<file path="config.mk">
export PLATFORM = sky130hd
export DESIGN_NAME = gate_resp_misr
export DESIGN_NICKNAME = d
export VERILOG_FILES = /design/src/rtl/gate_resp_misr.sv
export SDC_FILE = /design/constraint.sdc
export NUM_CORES = 1
export LEC_CHECK = 0
export CAP_MARGIN = 20
export CORE_UTILIZATION = 35
export CTS_BUF_LIST = sky130_fd_sc_hd__clkbuf_4
export CTS_CLUSTER_SIZE = 16
export DETAILED_ROUTE_END_ITERATION = 10
export GPL_TIMING_DRIVEN = 0
export HOLD_SLACK_MARGIN = 0.08
export PLACE_DENSITY_LB_ADDON = 0.2
export SLEW_MARGIN = 15
export SYNTH_ARGS = -nofsm -noshare
export SYNTH_HDL_FRONTEND = slang
export SYNTH_SLANG_ARGS = --single-unit
export TNS_END_PERCENT = 5
</file>
<file path="constraint.sdc">
create_clock -name clk_i -period 3.3 [get_ports clk_i]
set_input_delay 0.66 -clock clk_i [delete_from_list [all_inputs] [get_ports clk_i]]
set_output_delay 0.66 -clock clk_i [all_outputs]
set_load 0.01 [all_outputs]
</file>
<file path="src/rtl/gate_resp_misr.sv">
// rtl/gate_resp_misr.sv - MISR response compactor with golden-signature pass/fail check
// Optional MISR_X_MASK_EN adds resp_xmask_i so masked response bits are not compacted.
module gate_resp_misr #(
  parameter int               RESP_W = 10,
  parameter int               SIG_W  = 16,
  parameter logic [SIG_W-1:0] POLY   = 16'h1021,
  parameter logic [SIG_W-1:0] SEED   = 16'h0000,
  parameter int               CNT_W  = 16
) (
  input  logic              clk_i,
  input  logic              rst_i,
  input  logic              start_i,
  input  logic              abort_i,
  input  logic [CNT_W-1:0]  num_vectors_i,
  input  logic [SIG_W-1:0]  golden_i,
  input  logic              resp_valid_i,
  input  logic [RESP_W-1:0] resp_data_i,
`ifdef MISR_X_MASK_EN
  input  logic [RESP_W-1:0] resp_xmask_i,
`endif
  output logic              resp_ready_o,
  output logic              busy_o,
  output logic              done_o,
  output logic              pass_o,
  output logic [SIG_W-1:0]  signature_o,
  output logic [CNT_W-1:0]  vec_count_o
);

  typedef enum logic [1:0] {
    S_IDLE  = 2'd0,
    S_RUN   = 2'd1,
    S_CHECK = 2'd2,
    S_DONE  = 2'd3
  } state_t;

  state_t            state_q;
  logic [SIG_W-1:0]  sig_q;
  logic [SIG_W-1:0]  sig_d;
  logic [CNT_W-1:0]  cnt_q;
  logic [CNT_W-1:0]  cnt_d;
  logic [CNT_W-1:0]  nvec_q;
  logic [SIG_W-1:0]  golden_q;
  logic              pass_q;
  logic              done_q;
  logic              busy_q;
  logic              ready_q;
  logic [RESP_W-1:0] resp_m;
  logic              xfer;

`ifdef MISR_X_MASK_EN
  assign resp_m = resp_data_i & ~resp_xmask_i;
`else
  assign resp_m = resp_data_i;
`endif

  assign xfer  = resp_valid_i & ready_q;
  assign cnt_d = cnt_q + CNT_W'(1);

  // Galois shift: feedback applied when the bit shifted out is 1, then the vector is folded in.
  assign sig_d = {sig_q[SIG_W-2:0], 1'b0}
               ^ (sig_q[SIG_W-1] ? POLY : {SIG_W{1'b0}})
               ^ SIG_W'(resp_m);

  always_ff @(posedge clk_i) begin
    if (rst_i) begin
      state_q  <= S_IDLE;
      sig_q    <= SEED;
      cnt_q    <= '0;
      nvec_q   <= '0;
      golden_q <= '0;
      pass_q   <= 1'b0;
      done_q   <= 1'b0;
      busy_q   <= 1'b0;
      ready_q  <= 1'b0;
    end else begin
      case (state_q)
        S_IDLE, S_DONE: begin
          if (start_i) begin
            nvec_q   <= num_vectors_i;
            golden_q <= golden_i;
            sig_q    <= SEED;
            cnt_q    <= '0;
            pass_q   <= 1'b0;
            done_q   <= 1'b0;
            busy_q   <= 1'b1;
            if (num_vectors_i == '0) begin
              state_q <= S_CHECK;
              ready_q <= 1'b0;
            end else begin
              state_q <= S_RUN;
              ready_q <= 1'b1;
            end
          end
        end
        S_RUN: begin
          if (abort_i) begin
            state_q <= S_IDLE;
            busy_q  <= 1'b0;
            ready_q <= 1'b0;
            done_q  <= 1'b0;
            pass_q  <= 1'b0;
          end else if (xfer) begin
            sig_q <= sig_d;
            cnt_q <= cnt_d;
            if (cnt_d == nvec_q) begin
              state_q <= S_CHECK;
              ready_q <= 1'b0;
            end
          end
        end
        S_CHECK: begin
          busy_q <= 1'b0;
          if (abort_i) begin
            state_q <= S_IDLE;
            done_q  <= 1'b0;
            pass_q  <= 1'b0;
          end else begin
            state_q <= S_DONE;
            pass_q  <= (sig_q == golden_q);
            done_q  <= 1'b1;
          end
        end
        default: state_q <= S_IDLE;
      endcase
    end
  end

  assign resp_ready_o = ready_q;
  assign busy_o       = busy_q;
  assign done_o       = done_q;
  assign pass_o       = pass_q;
  assign signature_o  = sig_q;
  assign vec_count_o  = cnt_q;

endmodule

</file>
==> qor.txt, run 1 <==
Setup Buffers After CTS: 0
Pwr Density: 504 mW/mm²
Area growth, synth to finish: 30.1%
Async S/R FF share, synth: 0%
Clk sinks: 70
Crit start category: flop
Max Slew Vio Count: 0
Cell with the most instances after synthesis: nand2_1
Slew of the pin with the lowest slew margin: 0.679 ns
Final Non-Filler Cells: 690
CTS Buf Count: 9
Yosys cell types: 52
Crit path max fanout: 9
Post-CTS Hold Fix Bufs: 0
Die width: 104 µm
Core ar.: 0.00995 mm²
I/O pins: 83
Final hold slack: 0.476 ns
DPL Wire Length: 7580 µm
Grt ovf: 0
Initial DRC Count: 156
Final #Nets: 602
Period utilisation layout: 86.2%
Final WS setup: 0.456 ns
Synth warn: 0
Fin area: 0.00476 mm²
CTS tree: built
Leakage power: 1.68 nW
FP Rows: 36
Clk_skew: 0.0147 ns
Worst slew margin: 54.4%
CTS resizes: 0
Finished Core Util: 47.8%
Final Hold Fails: 0
DR pass1 iterations: 4
Top cells by count, synth: nand2_1 (82), dfxtp_1 (70), nor2_1 (51)
Syn Inst Count: 460
Vias in the first global route: 3354
Flops & latches, synth: 70
Share of layout cells above drive strength 1: 7.18%
DP Cell Count: 674
Clock buffer depth: 2
Post-synth top area share: 38.3%
RSZ-0062 raised after global routing: false
Synthesized net count: 510
Path type of the worst setup path: flop to flop
Clock Root Buffer: clkbuf_4
ANT cells: 0
Area leader, netlist: dfxtp_1
Fin Setup TNS: 0 ns
Critical path capture point type: flop
Final WL: 9970 µm
Antenna Nets Post-Route: 0
All-layer global routing usage: 19.1%
Die Ht: 104 µm
WL/cell: 14.4 µm
Average vias per placed instance: 5.08
EDFF count, synth: 0
Top FF cell, synth: dfxtp_1
Final min period: 2.84 ns
Global-route wire length before repair: 16400 µm
Reg clk slew, reported paths: 0.13 ns
Hold crit path type: flop to flop
Pre-CTS setup slack: 0.287 ns
Peak VDD IR: 0.000229 V
CP required: 3.66 ns
# DRC: 0
Maxcap violations: 0
Largest net degree at the start of global routing: 15
Largest cells by area after synthesis: dfxtp_1 (38%), nand2_1 (8.4%), xnor2_1 (6.9%)
Starting density of the core: 36.7%
Synthesized area: 0.00366 mm²
Status: complete, no violations
Clk_lat worst skew: 0.45 ns
Routability cong.: 0.885
Via count: 3505
Die area: 0.0109 mm²
Initial antenna violation count: 0
Seq/Total Area, Yosys: 38.3%
Final Power: 2.40 mW
Avg Inst Size Synth: 7.95 µm²
Placed Area: 0.00463 mm²
Number of buffers inserted by port buffering: 81
Crit path DAT: 3.20 ns
H-tree Lvls: 3
Maximum clock frequency: 0.352 GHz
Final setup viols: 0
## path summary, 6_finish.rpt
| kind | start | end | slack, ns | depth (start not counted) |
|---|---|---|---|---|
| min reg2reg | nvec_q[10] | nvec_q[10] | 0.48 | 2 |
| min | nvec_q[10] | nvec_q[10] | 0.48 | 2 |
| max reg2reg | vec_count_o[0] | state_q[1] | 0.46 | 8 |
| max | vec_count_o[0] | state_q[1] | 0.46 | 8 |
## critical path, stage by stage, from the launching register on
cell and delay, ns:
dfxtp_1 0.51, ha_1 0.35, nand3_2 0.25, nor4_2 0.37
xnor2_1 0.17, a21oi_1 0.10, a2111oi_2 0.53, a21oi_2 0.16
mux2_4 0.32
## cells by family after synthesis
family / count (synthesis) / synth area share, %
AND/OR/NAND/NOR: 196 / 25.6
AO/OA/AOI/OAI: 103 / 17.1
flip-flops: 70 / 38.3
XOR/XNOR: 46 / 11.0
buffers and inverters: 39 / 6.02
multiplexers: 3 / 0.958
adder cells (fa/ha/maj): 3 / 1.03
## where the power goes
group	switching [mW]	internal (mW)	leakage (nW)	total [mW]
Clock	0.350	0.162	0.0650	0.512
Combinational	0.511	0.332	1.05	0.843
Sequential	0.0872	0.955	0.569	1.04
Total	0.949	1.45	1.68	2.40
## cell type report
class | instances | area (µm²)
Buffer | 33 | 198
Timing Repair Buffer | 81 | 811
Fill cell | 1027 | 5200
Clock buffer | 9 | 67.6
Multi-Input combinational cell | 351 | 2040
Clock inverter | 7 | 55.1
Sequential cell | 70 | 1400
Inverter | 6 | 22.5
Tap cell | 133 | 166
## routing by layer
metal / track usage (%) / share of wire [%] / up-vias
li1: - / - / 1781
met1: 23.0 / 43 / 1604
met2: 33.0 / 49 / 102
met3: 5.33 / 5.4 / 18
met4: 5.92 / 1.9 / 0
met5: 0 / 0 / -
## placed cells by master (no fill, tap or decap), types with 3 or more instances in the layout
cell / count
nor4_1: 8
a311oi_1: 3
a22oi_1: 18
nor2_1: 51
nand2_1: 82
buf_6: 5
o21ai_0: 17
nor3_1: 9
xor2_1: 17
nand2b_1: 4
dfxtp_1: 70
inv_1: 6
nand4_1: 13
clkbuf_1: 22
xnor2_1: 29
a21oi_1: 49
a31oi_1: 4
inv_6: 3
clkbuf_4: 9
nand3_1: 5
clkbuf_8: 3
clkdlybuf4s50_1: 81
ha_1: 3
## flip-flops by register name (all words and copies together), names as in the netlist
register	count
busy_o	1
done_o	1
golden_q	16
nvec_q	16
pass_o	1
resp_ready_o	1
signature_o	16
state_q	2
vec_count_o	16
Power figures use the tool's default switching activity.
==> run 2, diff against run 1 <==
==> constraint.sdc (replaced) <==
create_clock -name clk_i -period 2.75 [get_ports clk_i]
set_input_delay 0.55 -clock clk_i [delete_from_list [all_inputs] [get_ports clk_i]]
set_output_delay 0.55 -clock clk_i [all_outputs]
set_load 0.01 [all_outputs]
==> run 2 against run 1 <==
- largest cell class unchanged
- cell count unchanged
- maximum frequency up 6.2%
- die area unchanged
- global-route usage about the same
- combinational power is 21% higher
- power is 20% higher
- highest routed layer unchanged
==> qor.txt, run 2 (synthesized netlist as in run 1, its figures left out) <==
Status: complete, no violations (unchanged)
Hold crit path type: flop to flop (unchanged)
Routability cong.: 0.885 (unchanged)
Clock buffer depth: 2 (unchanged)
Slew of the pin with the lowest slew margin: 0.659 ns (was 0.679 ns)
Starting density of the core: 36.7% (unchanged)
H-tree Lvls: 3 (unchanged)
Fillers: 1027 (unchanged)
Max Slew Vio Count: 0 (unchanged)
Die area: 0.0109 mm² (unchanged)
Final WL: 9990 µm (was 9970 µm)
Clock Root Buffer: clkbuf_4 (unchanged)
Pwr Density: 602 mW/mm² (was 504 mW/mm²)
Area growth, synth to finish: 30.8% (was 30.1%)
CP required: 3.11 ns (was 3.66 ns)
Leakage power: 1.70 nW (was 1.68 nW)
Final min period: 2.68 ns (was 2.84 ns)
ANT cells: 0 (unchanged)
I/O pins: 83 (unchanged)
Final hold slack: 0.476 ns (about the same)
Via count: 3514 (was 3505)
Average vias per placed instance: 5.09 (was 5.08)
Post-CTS Hold Fix Bufs: 0 (unchanged)
CTS Buf Count: 9 (unchanged)
Largest net degree at the start of global routing: 15 (unchanged)
CTS tree: built (unchanged)
Share of layout cells above drive strength 1: 8.44% (was 7.18%)
Core ar.: 0.00995 mm² (unchanged)
Hold_sp: nvec_q[10] (unchanged)
Setup Buffers After CTS: 0 (unchanged)
Commonest non-fill, non-tap cells in the layout: nand2_1 (82), clkdlybuf4s50_1 (81), dfxtp_1 (69) (was nand2_1 (82), clkdlybuf4s50_1 (81), dfxtp_1 (70))
# DRC: 0 (unchanged)
RSZ-0062 raised after global routing: true (was false)
Crit path DAT: 3.03 ns (was 3.20 ns)
Die Ht: 104 µm (unchanged)
All-layer global routing usage: 19.1% (about the same)
Path type of the worst setup path: flop to flop (unchanged)
Crit path cell chain: inv_1 -> ha_1 -> clkbuf_1 -> nand2b_1 -> nand3_1 -> nor4_2 -> nand4_1 -> a2111oi_2 -> a21oi_2 -> mux2_4 (was ha_1 -> nand3_2 -> nor4_2 -> xnor2_1 -> a21oi_1 -> a2111oi_2 -> a21oi_2 -> mux2_4)
Vias in the first global route: 3357 (was 3354)
Worst Setup SP: state_q[0] (was vec_count_o[0])
Clk_skew: 0.0151 ns (was 0.0147 ns)
Clk_lat worst skew: 0.45 ns (about the same)
Reg clk slew, reported paths: 0.14 ns (was 0.13 ns)
DR pass1 iterations: 4 (unchanged)
Crit start category: flop (unchanged)
Global-route wire length before repair: 16400 µm (about the same)
Peak VDD IR: 0.000269 V (was 0.000229 V)
FP Rows: 36 (unchanged)
WL/cell: 14.5 µm (was 14.4 µm)
Critical path capture point type: flop (unchanged)
Pre-CTS setup slack: -0.153 ns (was 0.287 ns)
Final setup viols: 0 (unchanged)
Number of buffers inserted by port buffering: 81 (unchanged)
Slowest CP cell: a2111oi_2 (unchanged)
Grt ovf: 0 (unchanged)
Final #Nets: 602 (unchanged)
Die width: 104 µm (unchanged)
Maximum clock frequency: 0.373 GHz (was 0.352 GHz)
Clk sinks: 70 (unchanged)
Final WS setup: 0.0719 ns (was 0.456 ns)
Period utilisation layout: 97.4% (was 86.2%)
Antenna Nets Post-Route: 0 (unchanged)
Initial antenna violation count: 0 (unchanged)
Fin Setup TNS: 0 ns (unchanged)
Worst slew margin: 55.8% (was 54.4%)
Final Hold Fails: 0 (unchanged)
Commonest non-fill, non-tap cell in the layout: nand2_1 (unchanged)
Worst r2r src: state_q[0] (was vec_count_o[0])
DPL Wire Length: 7580 µm (unchanged)
Max incr delay on CP: 0.39 ns (was 0.53 ns)
Maxcap violations: 0 (unchanged)
Initial DRC Count: 179 (was 156)
Crit path max fanout: 8 (was 9)
## run 2: repair_timing
| action | 4_1_cts | 5_1_grt |
|---|---|---|
| gates cloned | 0 | 0 |
| endpoints found under the hold margin | 0 | 0 |
| resized for setup | 2 | 9 |
| endpoints found under the setup margin | 3 | 31 |
## run 2: final cells by class
type                            count  area [µm²]  area share [%]
Clock inverter                      7        55.1            1.15
Sequential cell                    70        1400            29.3
Buffer                             33         201            4.21
Timing Repair Buffer               81         811            17.0
Clock buffer                        9        67.6            1.41
Tap cell                          133         166            3.48
Multi-Input combinational cell    351        2060            43.0
Inverter                            6        22.5           0.471
## run 2: report_power, final
part / leakage [nW] / switching (mW) / internal (mW)
Combinational: 1.07 / 0.616 / 0.401
Clock: 0.0650 / 0.416 / 0.195
Sequential: 0.570 / 0.104 / 1.15
Total: 1.70 / 1.14 / 1.74
## run 2: path summary, 6_finish.rpt
check	depth (start not counted)	end	slack, ns
worst min register to register	2	nvec_q[10]	0.48
worst max-delay path	10	state_q[1]	0.07
worst min-delay path	2	nvec_q[10]	0.48
worst max register to register	10	state_q[1]	0.07
## run 2: per-stage QoR
stage,utilization (%),cell area (µm²),instances,total power [mW]
2_1_floorplan,-,3660,460,1.95
3_3_place_gp,46.6,4630,674,2.27
3_5_place_dp,46.6,4630,674,2.29
4_1_cts,47.9,4770,690,2.90
5_1_grt,48.0,4780,690,3.07
6_report,48.0,4780,690,2.88
## run 2: layer usage
metal  global-route usage, %  wire length [µm]
met1                    22.9              4280
met2                    33.0              4990
met3                    5.33               556
met4                    5.92               172
met5                       0                 0
## run 2: worst max-delay path, delay by kind of cell, from the launching register on
family,cells,cell delay [ns]
AND/OR/NAND/NOR,4,0.82
AO/OA/AOI/OAI,2,0.55
buffers and inverters,2,0.23
adder cells (fa/ha/maj),1,0.28
flip-flops,1,0.38
multiplexers,1,0.32
